[src/rtl/tiles_pkg.sv]
// Shared types and defaults for the tile lane scheduler and the tile lanes.
// Latency: none (declarations only).
// Backpressure: none (declarations only).
package tiles_pkg;

    localparam int NUM_TILES = 4;

    typedef enum logic [1:0] {
        IDLE  = 2'd0,
        RUN   = 2'd1,
        DRAIN = 2'd2
    } sched_state_t;

    // Feedback taps for x^8+x^6+x^5+x^4+1 on a left-shifting register (bits 7,5,4,3).
    localparam logic [7:0] LFSR_TAPS = 8'hB8;

    localparam int BASE_SPEED_DEF = 64;
    localparam int SPEED_STEP_DEF = 8;
    localparam int MAX_SPEED_DEF  = 256;

    // Add with saturation at lim; the sum is widened so it cannot wrap before the compare.
    function automatic logic [31:0] sat_add(input logic [31:0] a,
                                            input logic [31:0] b,
                                            input logic [31:0] lim);
        logic [32:0] s;
        s = {1'b0, a} + {1'b0, b};
        return (s > {1'b0, lim}) ? lim : s[31:0];
    endfunction

endpackage

[src/rtl/tile_lfsr8.sv]
// 8-bit Fibonacci LFSR, advances one step per enabled cycle; never reaches zero from a non-zero seed.
// Latency: new value visible the cycle after en.
// Backpressure: none; en simply holds the current value when low.
module tile_lfsr8
    import tiles_pkg::*;
#(
    parameter logic [7:0] SEED = 8'hA5
) (
    input  logic       clk,
    input  logic       rst_n,
    input  logic       en,
    output logic [7:0] lfsr
);

    logic [7:0] lfsr_q;
    logic [7:0] lfsr_d;

    // Shift left, feeding the XOR of the tapped bits into bit 0.
    always_comb begin
        lfsr_d = lfsr_q;
        if (en) begin
            lfsr_d = {lfsr_q[6:0], ^(lfsr_q & LFSR_TAPS)};
        end
    end

    // State register, restarts from the seed.
    always_ff @(posedge clk or negedge rst_n) begin
        if (!rst_n) begin
            lfsr_q <= SEED;
        end else begin
            lfsr_q <= lfsr_d;
        end
    end

    assign lfsr = lfsr_q;

endmodule

[src/rtl/tile_spawn_scheduler.sv]
// Schedules tile spawns across the lanes (round-robin, gap-timed), hands out LFSR seeds, ramps scroll speed.
// Latency: spawn pulse/seed/levelDone combinational in the deciding cycle; activeVector/levelSpeed one cycle later.
// Backpressure: with every lane busy a due spawn stays pending until a lane frees; no other stalls.
module tile_spawn_scheduler
    import tiles_pkg::*;
#(
    parameter int         SPAWN_GAP_TENTHS = 15,
    parameter int         BASE_SPEED       = BASE_SPEED_DEF,
    parameter int         SPEED_STEP       = SPEED_STEP_DEF,
    parameter int         MAX_SPEED        = MAX_SPEED_DEF,
    parameter int         RAMP_TENTHS      = 50,
    parameter logic [7:0] LFSR_SEED        = 8'hA5
) (
    input  logic                      clk,
    input  logic                      resetN,
    input  logic                      startOfFrame,
    input  logic                      oneTensSec,
    input  logic                      startOfLevel,
    input  logic                      endLevel,
    input  logic [3:0]                levelNumber,
    input  logic [NUM_TILES-1:0]      tileDoneVector,
    output logic [NUM_TILES-1:0]      spawnPulseVector,
    output logic [NUM_TILES-1:0][7:0] spawnSeed,
    output logic [NUM_TILES-1:0]      activeVector,
    output logic [31:0]               levelSpeed,
    output logic                      levelDone
);

    localparam int RRW = (NUM_TILES > 1) ? $clog2(NUM_TILES) : 1;

    sched_state_t                state_q, state_d;
    logic [NUM_TILES-1:0]        active_q, active_d;
    logic [NUM_TILES-1:0][7:0]   seed_q, seed_d;
    logic [31:0]                 speed_q, speed_d;
    logic [15:0]                 gap_q, gap_d;
    logic [15:0]                 ramp_q, ramp_d;
    logic [RRW-1:0]              rr_q, rr_d;
    logic                        pending_q, pending_d;

    logic [7:0]                  lfsr;
    logic [NUM_TILES-1:0]        active_rel;
    logic                        found;
    logic [RRW-1:0]              lane;
    logic [RRW-1:0]              scan_idx;
    logic                        level_entry;
    logic [31:0]                 entry_speed;
    logic [NUM_TILES-1:0]        spawn_vec;
    logic                        level_done;

    tile_lfsr8 #(
        .SEED (LFSR_SEED)
    ) u_lfsr (
        .clk   (clk),
        .rst_n (resetN),
        .en    (startOfFrame),
        .lfsr  (lfsr)
    );

    // Releases apply before the spawn search so a lane freed this cycle is already eligible.
    always_comb begin
        active_rel = active_q;
        if (state_q != IDLE) begin
            active_rel = active_q & ~tileDoneVector;
        end
    end

    // Round-robin search for the first free lane starting at rr_q.
    always_comb begin
        found    = 1'b0;
        lane     = '0;
        scan_idx = '0;
        for (int k = 0; k < NUM_TILES; k++) begin
            scan_idx = RRW'((int'(rr_q) + k) % NUM_TILES);
            if (!found && !active_rel[scan_idx]) begin
                found = 1'b1;
                lane  = scan_idx;
            end
        end
    end

    // Level start/restart, gap and ramp timing, spawn issue and drain completion.
    always_comb begin
        state_d     = state_q;
        active_d    = active_rel;
        seed_d      = seed_q;
        speed_d     = speed_q;
        gap_d       = gap_q;
        ramp_d      = ramp_q;
        rr_d        = rr_q;
        pending_d   = pending_q;
        spawn_vec   = '0;
        level_done  = 1'b0;
        entry_speed = sat_add(32'(BASE_SPEED), 32'(levelNumber) * 32'(SPEED_STEP), 32'(MAX_SPEED));
        // endLevel outranks startOfLevel, and a draining level ignores new starts.
        level_entry = startOfLevel && !endLevel && (state_q != DRAIN);

        if (level_entry) begin
            state_d   = RUN;
            speed_d   = entry_speed;
            gap_d     = '0;
            ramp_d    = '0;
            pending_d = 1'b1;
            rr_d      = '0;
        end else begin
            case (state_q)
                RUN: begin
                    if (endLevel) begin
                        state_d   = DRAIN;
                        pending_d = 1'b0;
                    end else begin
                        if (oneTensSec) begin
                            if (gap_q != '0) begin
                                gap_d = gap_q - 16'd1;
                                if (gap_q == 16'd1) begin
                                    pending_d = 1'b1;
                                end
                            end
                            if (ramp_q == 16'(RAMP_TENTHS - 1)) begin
                                ramp_d  = '0;
                                speed_d = sat_add(speed_q, 32'(SPEED_STEP), 32'(MAX_SPEED));
                            end else begin
                                ramp_d = ramp_q + 16'd1;
                            end
                        end
                        // Uses pending_q: a pending bit raised by this cycle's tick waits for the next frame.
                        if (startOfFrame && pending_q && found) begin
                            spawn_vec[lane] = 1'b1;
                            seed_d[lane]    = lfsr;
                            active_d[lane]  = 1'b1;
                            rr_d            = RRW'((int'(lane) + 1) % NUM_TILES);
                            pending_d       = 1'b0;
                            gap_d           = 16'(SPAWN_GAP_TENTHS);
                        end
                    end
                end
                DRAIN: begin
                    if (active_q == '0) begin
                        state_d    = IDLE;
                        level_done = 1'b1;
                        speed_d    = '0;
                    end
                end
                default: begin
                    state_d = IDLE;
                end
            endcase
        end
    end

    // Scheduler state registers; reset aborts any level in progress.
    always_ff @(posedge clk or negedge resetN) begin
        if (!resetN) begin
            state_q   <= IDLE;
            active_q  <= '0;
            seed_q    <= '0;
            speed_q   <= '0;
            gap_q     <= '0;
            ramp_q    <= '0;
            rr_q      <= '0;
            pending_q <= 1'b0;
        end else begin
            state_q   <= state_d;
            active_q  <= active_d;
            seed_q    <= seed_d;
            speed_q   <= speed_d;
            gap_q     <= gap_d;
            ramp_q    <= ramp_d;
            rr_q      <= rr_d;
            pending_q <= pending_d;
        end
    end

    assign spawnPulseVector = spawn_vec;
    assign spawnSeed        = seed_d;   // the fresh seed shows in the spawn cycle, then the held one
    assign activeVector     = active_q;
    assign levelSpeed       = speed_q;
    assign levelDone        = level_done;

endmodule

[config.mk]
export PLATFORM = sky130hd
export DESIGN_NAME = tile_spawn_scheduler
export DESIGN_NICKNAME = d
export VERILOG_FILES = /design/src/rtl/tiles_pkg.sv /design/src/rtl/tile_lfsr8.sv /design/src/rtl/tile_spawn_scheduler.sv
export SDC_FILE = /design/constraint.sdc
export NUM_CORES = 1
export LEC_CHECK = 0
export ABC_AREA = 1
export BUFFER_PORTS_ARGS = -buffer_cell sky130_fd_sc_hd__buf_2
export CELL_PAD_IN_SITES_DETAIL_PLACEMENT = 1
export CELL_PAD_IN_SITES_GLOBAL_PLACEMENT = 1
export CORE_MARGIN = 1.5
export CORE_UTILIZATION = 38
export CTS_CLUSTER_DIAMETER = 150
export DETAILED_ROUTE_END_ITERATION = 8
export PLACE_DENSITY = 0.77
export SYNTH_ARGS = -nofsm -noshare
export SYNTH_HDL_FRONTEND = slang
export SYNTH_SLANG_ARGS = --single-unit
[constraint.sdc]
create_clock -name clk -period 2.7 [get_ports clk]
set_input_delay 0.54 -clock clk [delete_from_list [all_inputs] [get_ports clk]]
set_output_delay 0.54 -clock clk [all_outputs]
set_load 0.01 [all_outputs]
==> metrics.txt, run 1 <==
initial antenna violation count 0; post-layout util 0.528; io pins 87; fin crit period 3.83 ns; setup TNS -43.81 ns; largest net degree at the start of global routing 43; Synth area leader dfrtp_1; DR iter-0 viols 350; diode count 0; router iterations before antenna repair 4; Worst-path clk slew around 0.09 ns; Power Dens Cells 754 nW/µm²; worst skew pair latency 0.38 ns; DR vias 6455; Ys Warns 0; CP Class reg -> out; core area 16500 µm²; RSZ-0062 raised after global routing true; gr ovfl total 0; Max-Cap Viols 0; post-DR vias/cell about 5.2; Rows 47; clk sinks between 100 and 150; vias in the first global route around 6800; Worst EP arrival about 3.3 ns; final clock skew around 0.014 ns; Final period util 1.42; violated checks setup timing; drt wl/cell roughly 19 µm; Worst EP required approximately 2.2 ns; async set-reset flop share out of synthesis 1.00; CTS buffer count 9; status finished with violations; Slew Limit Fails 0; Detail Route Antenna Nets 0; CTS tree yes; synthesis-stage register bit count between 100 and 150; Layout Nets about 1000; Pleak between 4 and 5 nW; Syn Area/Cell between 7 and 8 µm²; Starting Density 0.387; Die X between 100 and 150 µm; endpoints failing setup between 70 and 80; Max-slew headroom 0.459; die area roughly 18000 µm²; CP Max Fanout 8; clk root buf clkbuf_16; number of enable flip-flop cells after synthesis 0; PortBufs between 80 and 90; GPL Wtd Cong between 0.8 and 0.9; Syn Inst Count roughly 870; Main synth FF type dfrtp_1; layout cells sized above 1 0.304; Max Fclk ~260 MHz; H-tree depth 3; final hold violations 0; post-synth top area share 0.417; post-synthesis sequential area ratio 0.433; Worst setup SP type flop; All-Layer GR Usage 0.237; Critical Path End Type output port; clock buffer depth 2; Die Y between 100 and 150 µm; DRC 0; Worst Hold Class in -> async; routed wire length 23400 µm; Yosys cell types around 40; first-pass GRT wire length 33500 µm; Area contributors post-synth dfrtp_1, nand2_1, nor2_1, inv_1, nand3_1; worst vdd ir 0.409 mV; setup ws final -1.13 ns; Slew @ Worst Pin around 0.80 ns; Area Growth Syn to Fin 36.6%; Mapped Area 6360 µm²; post-DP HPWL approximately 14000 µm
==> metal layers <==
metal  global-route usage  vias up  wire [µm]
met5                    0        -          0
met4               0.0867        0        756
met3               0.0326       52        919
met2                0.416      159      11900
met1                0.299     3177       9850
li1                     -     3067          -
==> stage by stage <==
step           total power [mW]  instances  hold WS (ns)  setup WS [ns]  cell area, µm²
3_5_place_dp               4.72       1204         0.456         -0.610            7790
6_report                   6.56       1249        0.0553          -1.13            8690
2_1_floorplan              3.95        868         0.244         -0.100            6830
3_3_place_gp               4.61       1204         0.449         -0.499            7790
4_1_cts                    6.26       1235        0.0640         -0.843            8370
5_1_grt                    6.96       1249        0.0761          -1.31            8690
==> worst paths after layout <==
check                          startpoint              to  slack (ns)  cells after the start
setup reg to reg               state_q[1]      seed_q[15]       -0.26                     18
min in group clk           levelNumber[0]   levelSpeed[3]        0.48                      3
setup / recovery               state_q[1]    spawnSeed[5]       -1.13                     17
hold / removal                     resetN  levelSpeed[17]        0.06                      1
max in group asynchronous          resetN      ramp_q[12]        1.98                      2
hold reg to reg                seed_q[16]      seed_q[16]        0.48                      2
==> sequential cells by signal, summed over array words and instances (netlist names) <==
register / cells
seed_q: 32
levelSpeed: 29
gap_q: 16
ramp_q: 16
u_lfsr.lfsr: 8
activeVector: 4
rr_q: 2
state_q: 2
pending_q: 1
==> where the power goes <==
part           total, mW  internal (mW)  switching, mW  leakage [nW]
Combinational       2.77           1.09           1.67          2.60
Sequential          2.36           1.97          0.385          1.47
Clock               1.43          0.668          0.763         0.148
==> placed cells by master, fill, tap and decap left out, drive strengths merged, types with 2 or more instances in the layout <==
| cell | netlist | layout |
|---|---|---|
| nor2 | 152 | 152 |
| conb | 1 | 3 |
| xnor2 | 10 | 10 |
| nand2 | 252 | 252 |
| a21oi | 24 | 24 |
| nand3 | 62 | 62 |
| o22ai | 5 | 5 |
| o21ai | 51 | 51 |
| o21a | 2 | 2 |
| xor2 | 19 | 19 |
| nand4 | 23 | 23 |
| buf | 17 | 160 |
| a21boi | 2 | 2 |
| dfrtp | 106 | 106 |
| nor4 | 5 | 5 |
| dfstp | 4 | 4 |
| nand3b | 2 | 2 |
| clkbuf | 1 | 9 |
| nor3 | 13 | 13 |
| clkinv | 0 | 4 |
| inv | 97 | 102 |
| ha | 9 | 9 |
| or2 | 3 | 3 |
| a211oi | 2 | 2 |
==> kinds of logic (layout without fill, tap and decap cells) <==
kind of cell / Yosys count / in the layout / synth area share
xor gates and xnor gates: 29 / 29 / 0.0399
adders and majority gates: 9 / 9 / 0.0177
other: 1 / 3 / 0.000589
DFF: 110 / 110 / 0.433
AOI/OAI and AO/OA: 90 / 90 / 0.0782
and+or+nand+nor: 512 / 512 / 0.354
buffers and inverters: 115 / 276 / 0.0759
==> Yosys cell counts (3+ instances only) <==
cell,instances
nand2_1,232
o21ai_1,13
nand3_2,3
xor2_1,19
o22ai_1,5
buf_2,11
dfstp_2,4
ha_1,9
dfrtp_1,106
nor2_4,3
inv_1,91
nand2_2,16
inv_2,6
nor2_2,7
a21oi_1,23
o21ai_0,37
xnor2_1,10
nand3_1,58
buf_4,4
nor4_1,5
or2_2,3
nand2_4,4
nand4_1,23
nor2_1,142
nor3_1,12
==> critical path, stage by stage (launching register included) <==
cell	delay (ns)
dfrtp_1	0.41
inv_2	0.09
nand2_4	0.10
a21boi_2	0.20
nand2_1	0.13
nand3_2	0.11
nand2_2	0.09
nor2_4	0.20
nand3b_1	0.25
o21ai_2	0.22
buf_4	0.14
ha_2	0.16
nand2_2	0.07
nor2_4	0.17
clkinv_4	0.13
buf_6	0.14
o21ai_4	0.13
buf_2	0.16
==> layout make-up <==
cell class                 instances  area, µm²
fill                            2041       7770
multi-input combinational        643       3680
sequential                       110       2760
timing repair buffer             160       1260
inverter                          97        387
tap                              220        275
clock buffer                       9        225
clock inverter                     7       82.6
timing repair inverter             3       21.3
==> timing repair <==
item,CTS,global route
gates cloned,2,1
buffers inserted,13,14
hold buffers,0,0
endpoints found under the setup margin,36,73
pin swaps,12,19
resized for setup,39,57
hold endpoints to repair,0,0
(Power assumes the default switching activity.)
==> run 2, diff against run 1 <==
--- a/config.mk
+++ b/config.mk
@@ -13,7 +13,7 @@
 export CORE_UTILIZATION = 38
 export CTS_CLUSTER_DIAMETER = 150
 export DETAILED_ROUTE_END_ITERATION = 8
-export PLACE_DENSITY = 0.77
+export PLACE_DENSITY_LB_ADDON = 0.1
 export SYNTH_ARGS = -nofsm -noshare
 export SYNTH_HDL_FRONTEND = slang
 export SYNTH_SLANG_ARGS = --single-unit
==> run 2 against run 1 <==
The run still ends with setup timing left. Worst setup slack better by 0.039 ns. Core utilization is 0.053 points higher. Largest power group unchanged. Register-to-register slack improved by 0.02 ns. Clock skew is 0.0039 ns lower. Global-route usage grew 0.22 points. Sequential share of layout area hardly changed. Non-clock buffer count rose by 7. Largest cell class unchanged. Hold slack improved by 0.013 ns. Power rose by 0.41%. Die area is the same. First-iteration DRC count decreased by 19%. Highest routed layer is now met5.
==> metrics.txt, run 2 (synthesized netlist as in run 1, its figures left out) <==
Crit path largest cell delay 0.41 ns (about the same); Slew @ Worst Pin 0.700 ns (was 0.804 ns); CP max stage cell dfrtp_1 (unchanged); post-route cell area 8700 µm² (was 8690 µm²); Switching Share 0.401 (was 0.430); largest net degree at the start of global routing 50 (was 43); Max-Cap Viols 0 (unchanged); Post-Place Cell Area 7830 µm² (was 7790 µm²); Critical Path End Type output port (unchanged); Die Y 132 µm (unchanged); CTS tree yes (unchanged); CTS Hold Bufs 0 (unchanged); RSZ-0062 raised after global routing true (unchanged); buffer and inverter count on the worst path 5 (unchanged); post-DR vias/cell 5.00 (was 5.17); endpoints failing setup 68 (was 73); clock buffer depth 2 (unchanged); CP Max Fanout 7 (was 8); final hold violations 0 (unchanged); Max-slew headroom 0.529 (was 0.459); cell family with most CP delay simple AND/OR/NAND/NOR gates (unchanged); Rows 47 (unchanged); Die X 132 µm (unchanged); CTS buffer count 9 (unchanged); Clk pwr share 0.231 (was 0.218); PortBufs 83 (unchanged); Cell Int Power 3.94 mW (was 3.74 mW); die area 17500 µm² (unchanged); GPL Wtd Cong 0.842 (was 0.828); DRC 0 (unchanged); Worst EP arrival 3.25 ns (was 3.29 ns); Top reg by flops seed_q (unchanged); post-DP HPWL 14500 µm (was 14400 µm); vias in the first global route 6639 (was 6754); fin crit period 3.79 ns (was 3.83 ns); FILL cells 2069 (was 2041); Seq pwr share 0.358 (was 0.360); status finished with violations (unchanged); Pleak 4.24 nW (was 4.22 nW); violated checks setup timing (unchanged); DR vias 6278 (was 6455); Logic pwr share 0.411 (was 0.422); clk sinks 110 (unchanged); CP Class reg -> out (unchanged); WP depth 17 (unchanged); H-tree depth 3 (unchanged); Worst setup SP type flop (unchanged); R2R cell count 21 (was 18); Slew Limit Fails 0 (unchanged); Detail Route Antenna Nets 0 (unchanged); Layout Nets 1052 (was 1047); Worst Hold Class in -> async (unchanged); first-pass GRT wire length 33800 µm (was 33500 µm); setup ws final -1.09 ns (was -1.13 ns); gr ovfl total 0 (unchanged); core area 16500 µm² (unchanged); Area Growth Syn to Fin 36.7% (was 36.6%); layout cells sized above 1 0.305 (was 0.304); clk root buf clkbuf_16 (unchanged); worst skew pair latency 0.36 ns (was 0.38 ns); most frequent cells in the layout nand2_1, nor2_1, dfrtp_1, inv_1, buf_4 (was nand2_1, nor2_1, dfrtp_1, inv_1, buf_2); max reg flops 32 (unchanged); final clock skew 0.0102 ns (was 0.0140 ns); worst vdd ir 0.411 mV (was 0.409 mV); cells along the critical path inv_2, nand2_4, a21boi_4, nand2_2, nand3_2, nand2_2, nor2_4, nand3b_1, buf_4, a21oi_2, ha_1, nand2_1, nor2_4, buf_12, inv_4, o21ai_4, buf_2 (was inv_2, nand2_4, a21boi_2, nand2_1, nand3_2, nand2_2, nor2_4, nand3b_1, o21ai_2, buf_4, ha_2, nand2_2, nor2_4, clkinv_4, buf_6, o21ai_4, buf_2); routed wire length 21300 µm (was 23400 µm); drt wl/cell 17.0 µm (was 18.7 µm); commonest non-fill, non-tap cell in the layout nand2_1 (unchanged); footprint of the multi-input gates 3680 µm² (about the same); DR iter-0 viols 285 (was 350); Worst EP required 2.16 ns (about the same); Power Dens Cells 757 nW/µm² (was 754 nW/µm²); io pins 87 (unchanged); Sw Pwr 2.64 mW (was 2.82 mW); Worst-path clk slew 0.08 ns (was 0.09 ns); post-layout util 0.528 (about the same); initial antenna violation count 2 (was 0); Starting Density 0.387 (unchanged); sequential standard cell area 2760 µm² (unchanged); All-Layer GR Usage 0.240 (was 0.237); Final period util 1.40 (was 1.42); router iterations before antenna repair 4 (unchanged); Max Fclk 264 MHz (was 261 MHz)
-- run 2: final timing paths --
kind                             from        endpoint  slack [ns]
max                        state_q[1]   spawnSeed[21]       -1.09
min                            resetN       pending_q        0.07
max reg2reg                state_q[1]       seed_q[4]       -0.24
min reg2reg                 ramp_q[7]       ramp_q[7]        0.49
max in group asynchronous      resetN  u_lfsr.lfsr[2]        2.01
min in group clk            ramp_q[7]       ramp_q[7]        0.49
-- run 2: what timing repair did --
action | in CTS | in global routing
setup buffers | 19 | 8
endpoints found under the setup margin | 42 | 72
cloned | 1 | 0
pin swaps | 8 | 17
gates resized for setup | 38 | 40
-- run 2: metal layers --
metal / share of wire / vias up / GRT usage
li1: - / 3076 / -
met1: 0.44 / 3090 / 0.314
met2: 0.51 / 84 / 0.414
met3: 0.032 / 26 / 0.0452
met4: 0.016 / 2 / 0.0488
met5: 0.00052 / - / 0
-- run 2: power by group through the flow --
stage	clock network, mW	registers, mW	logic, mW
after floorplan	0	2.28	1.67
after global placement	0	2.33	2.35
after detailed placement	0	2.34	2.40
after CTS	1.56	2.32	2.52
after global routing	1.60	2.41	3.01
final	1.52	2.36	2.71
-- run 2: final cells by class --
type                            instances  share of cell area
Antenna cell                            1            0.000288
Clock buffer                           10              0.0263
Clock inverter                          6              0.0118
Inverter                               97              0.0441
Multi-Input combinational cell        643               0.423
Sequential cell                       110               0.317
Tap cell                              220              0.0316
Timing Repair Buffer                  167               0.145
Timing Repair inverter                  1            0.000719
-- run 2: worst register-to-register path: stages (launching register included) --
cell and delay, ns:
dfrtp_1 0.41, inv_2 0.09, nand2_4 0.10, a21boi_4 0.23
nand2_2 0.09, nand3_2 0.09, nand2_2 0.07, buf_4 0.14
a21oi_1 0.21, nand2_1 0.10, nand2_2 0.11, buf_4 0.11
ha_2 0.15, nand2_2 0.06, nor2_4 0.15, inv_2 0.07
buf_12 0.14, buf_12 0.15, nand2_4 0.07, o21ai_4 0.06
buf_4 0.14, buf_4 0.11
-- run 2: per-stage QoR --
stage / TNS (ns) / std cells / power (mW) / worst slack, ns / hold slack [ns]
global route: -49.28 / 1254 / 7.03 / -1.29 / 0.0849
detailed placement: -18.85 / 1210 / 4.74 / -0.647 / 0.460
floorplan: -2.44 / 868 / 3.95 / -0.100 / 0.244
global placement: -15.10 / 1210 / 4.68 / -0.538 / 0.453
CTS: -27.86 / 1246 / 6.40 / -0.827 / 0.0710
finish: -36.73 / 1255 / 6.58 / -1.09 / 0.0680
==> run 3, diff against run 2 <==
--- a/config.mk
+++ b/config.mk
@@ -6,13 +6,13 @@
 export NUM_CORES = 1
 export LEC_CHECK = 0
 export ABC_AREA = 1
-export BUFFER_PORTS_ARGS = -buffer_cell sky130_fd_sc_hd__buf_2
 export CELL_PAD_IN_SITES_DETAIL_PLACEMENT = 1
 export CELL_PAD_IN_SITES_GLOBAL_PLACEMENT = 1
 export CORE_MARGIN = 1.5
-export CORE_UTILIZATION = 38
+export CORE_UTILIZATION = 42
 export CTS_CLUSTER_DIAMETER = 150
 export DETAILED_ROUTE_END_ITERATION = 8
+export DONT_BUFFER_PORTS = 1
 export PLACE_DENSITY_LB_ADDON = 0.1
 export SYNTH_ARGS = -nofsm -noshare
 export SYNTH_HDL_FRONTEND = slang
==> run 3 against run 2 <==
The flow finishes with violations (DRC, hold timing, setup timing). Combinational power shrank 8.9%. Core utilization grew 1.7 points. Clock-buffer cell count is the same. Global-route usage grew 1.7 points. Clock power shrank 4%. Final cell count shrank 11%. Via count shrank 5.1%. Register-to-register slack lost 0.04 ns.
==> metrics.txt, run 3 (synthesized netlist as in run 1, its figures left out) <==
fin crit period 3.70 ns (was 3.79 ns); post-layout util 0.545 (was 0.528); initial antenna violation count 0 (was 2); Die X 126 µm (was 132 µm); clock buffer depth 2 (unchanged); CP Class reg -> out (unchanged); Detail Route Antenna Nets 0 (unchanged); Max Fclk 271 MHz (was 264 MHz); Worst EP required 2.16 ns (about the same); DR iter-0 viols 252 (was 285); DRC 3 (was 0); worst skew pair latency 0.36 ns (about the same); FILL cells 1818 (was 2069); first-pass GRT wire length 32400 µm (was 33800 µm); setup ws final -0.996 ns (was -1.09 ns); All-Layer GR Usage 0.257 (was 0.240); violated checks DRC, hold timing, setup timing (was setup timing); diode count 0 (was 1); CTS buffer count 9 (unchanged); final clock skew 0.0112 ns (was 0.0102 ns); commonest non-fill, non-tap cell in the layout nand2_1 (unchanged); Worst setup SP type flop (unchanged); max reg flops 32 (unchanged); DR vias 5955 (was 6278); WHS -0.127 ns (was 0.0680 ns); Critical Path End Type output port (unchanged); Slew @ Worst Pin 0.592 ns (was 0.700 ns); Pleak 3.69 nW (was 4.24 nW); layout cells sized above 1 0.226 (was 0.305); router iterations before antenna repair 8 (was 4); Worst-path clk slew 0.07 ns (was 0.08 ns); status finished with violations (unchanged); vias in the first global route 6395 (was 6639); post-DR vias/cell 5.32 (was 5.00); Top reg by flops seed_q (unchanged); Starting Density 0.435 (was 0.387); Rows 44 (was 47); most frequent cells in the layout nand2_1, nor2_1, dfrtp_1, inv_1, nand3_1 (was nand2_1, nor2_1, dfrtp_1, inv_1, buf_4); Layout Nets 953 (was 1052); Final period util 1.37 (was 1.40); RSZ-0062 raised after global routing true (unchanged); GPL Wtd Cong 0.849 (was 0.842); Worst EP arrival 3.16 ns (was 3.25 ns); PortBufs 0 (was 83); Power Dens Cells 788 nW/µm² (was 757 nW/µm²); Slew Limit Fails 0 (unchanged); gr ovfl total 0 (unchanged); Worst Hold Class in -> async (unchanged); CTS tree yes (unchanged); die area 15900 µm² (was 17500 µm²); core area 14600 µm² (was 16500 µm²); final hold violations 106 (was 0); CP Max Fanout 8 (was 7); Die Y 126 µm (was 132 µm); drt wl/cell 18.5 µm (was 17.0 µm); clk root buf clkbuf_16 (unchanged); worst vdd ir 0.376 mV (was 0.411 mV); Area Growth Syn to Fin 25.4% (was 36.7%); io pins 87 (unchanged); Max-Cap Viols 0 (unchanged); H-tree depth 3 (unchanged); Max-slew headroom 0.602 (was 0.529); post-DP HPWL 14400 µm (was 14500 µm); clk sinks 110 (unchanged); largest net degree at the start of global routing 111 (was 50); routed wire length 20700 µm (was 21300 µm); endpoints failing setup 70 (was 68)
-- run 3: metrics by stage --
stage / TNS, ns / cell area [µm²] / power, mW / setup WS, ns / cells
4_1_cts: -24.22 / 7760 / 6.17 / -0.747 / 1108
3_3_place_gp: -5.66 / 7270 / 4.45 / -0.243 / 1081
6_report: -33.16 / 7980 / 6.29 / -0.996 / 1119
3_5_place_dp: -12.90 / 7270 / 4.59 / -0.497 / 1081
5_1_grt: -46.14 / 7980 / 6.68 / -1.14 / 1119
2_1_floorplan: -2.44 / 6830 / 3.95 / -0.100 / 868
-- run 3: layout make-up --
cell class                 count  area (µm²)  share of cell area
tap                          184         230              0.0288
clock buffer                  10         229              0.0287
inverter                      97         384              0.0481
timing repair inverter         2        10.0             0.00125
clock inverter                 6        93.8              0.0118
timing repair buffer          66         589              0.0738
multi-input combinational    644        3690               0.462
sequential                   110        2760               0.345
-- run 3: layer usage --
metal | part of all wire | vias up | global-route usage
li1 | - | 2873 | -
met1 | 0.43 | 2923 | 0.319
met2 | 0.50 | 127 | 0.454
met3 | 0.045 | 32 | 0.0586
met4 | 0.020 | 0 | 0.0636
met5 | 0 | - | 0
-- run 3: worst paths after layout --
path	start	to	slack, ns	cells after the start
worst min register to register	u_lfsr.lfsr[6]	u_lfsr.lfsr[7]	0.49	2
max in group asynchronous	resetN	u_lfsr.lfsr[2]	2.60	0
min in group clk	startOfFrame	u_lfsr.lfsr[0]	0.23	1
worst max-delay path	state_q[1]	spawnSeed[11]	-1.0	20
worst max register to register	state_q[1]	seed_q[15]	-0.28	22
worst min-delay path	resetN	levelSpeed[18]	-0.13	0
-- run 3: repair_timing --
item,in CTS,in global routing
setup endpoints to repair,47,88
cloned,2,1
resized for setup,26,34
pin swaps,8,13
buffers inserted,9,10
endpoints found under the hold margin,106,106
-- run 3: worst max-delay path, cell delays in order (launching register included) --
cell,delay (ns)
dfrtp_1,0.41
inv_2,0.09
nand2_4,0.10
a21boi_4,0.20
nand2_2,0.11
nand2_2,0.09
nand2_2,0.07
o21ai_2,0.09
inv_1,0.07
nand2_2,0.09
o211ai_1,0.10
o21ai_2,0.10
nand2_1,0.13
o21ai_2,0.12
buf_4,0.16
ha_4,0.13
nand2_2,0.07
nor2_4,0.24
inv_2,0.15
nand2_1,0.16
o21ai_4,0.10
-- run 3: power by group --
part	switching, mW	total [mW]	internal, mW
logic	1.53	2.47	0.940
clock network	0.638	1.46	0.825
registers	0.390	2.36	1.97
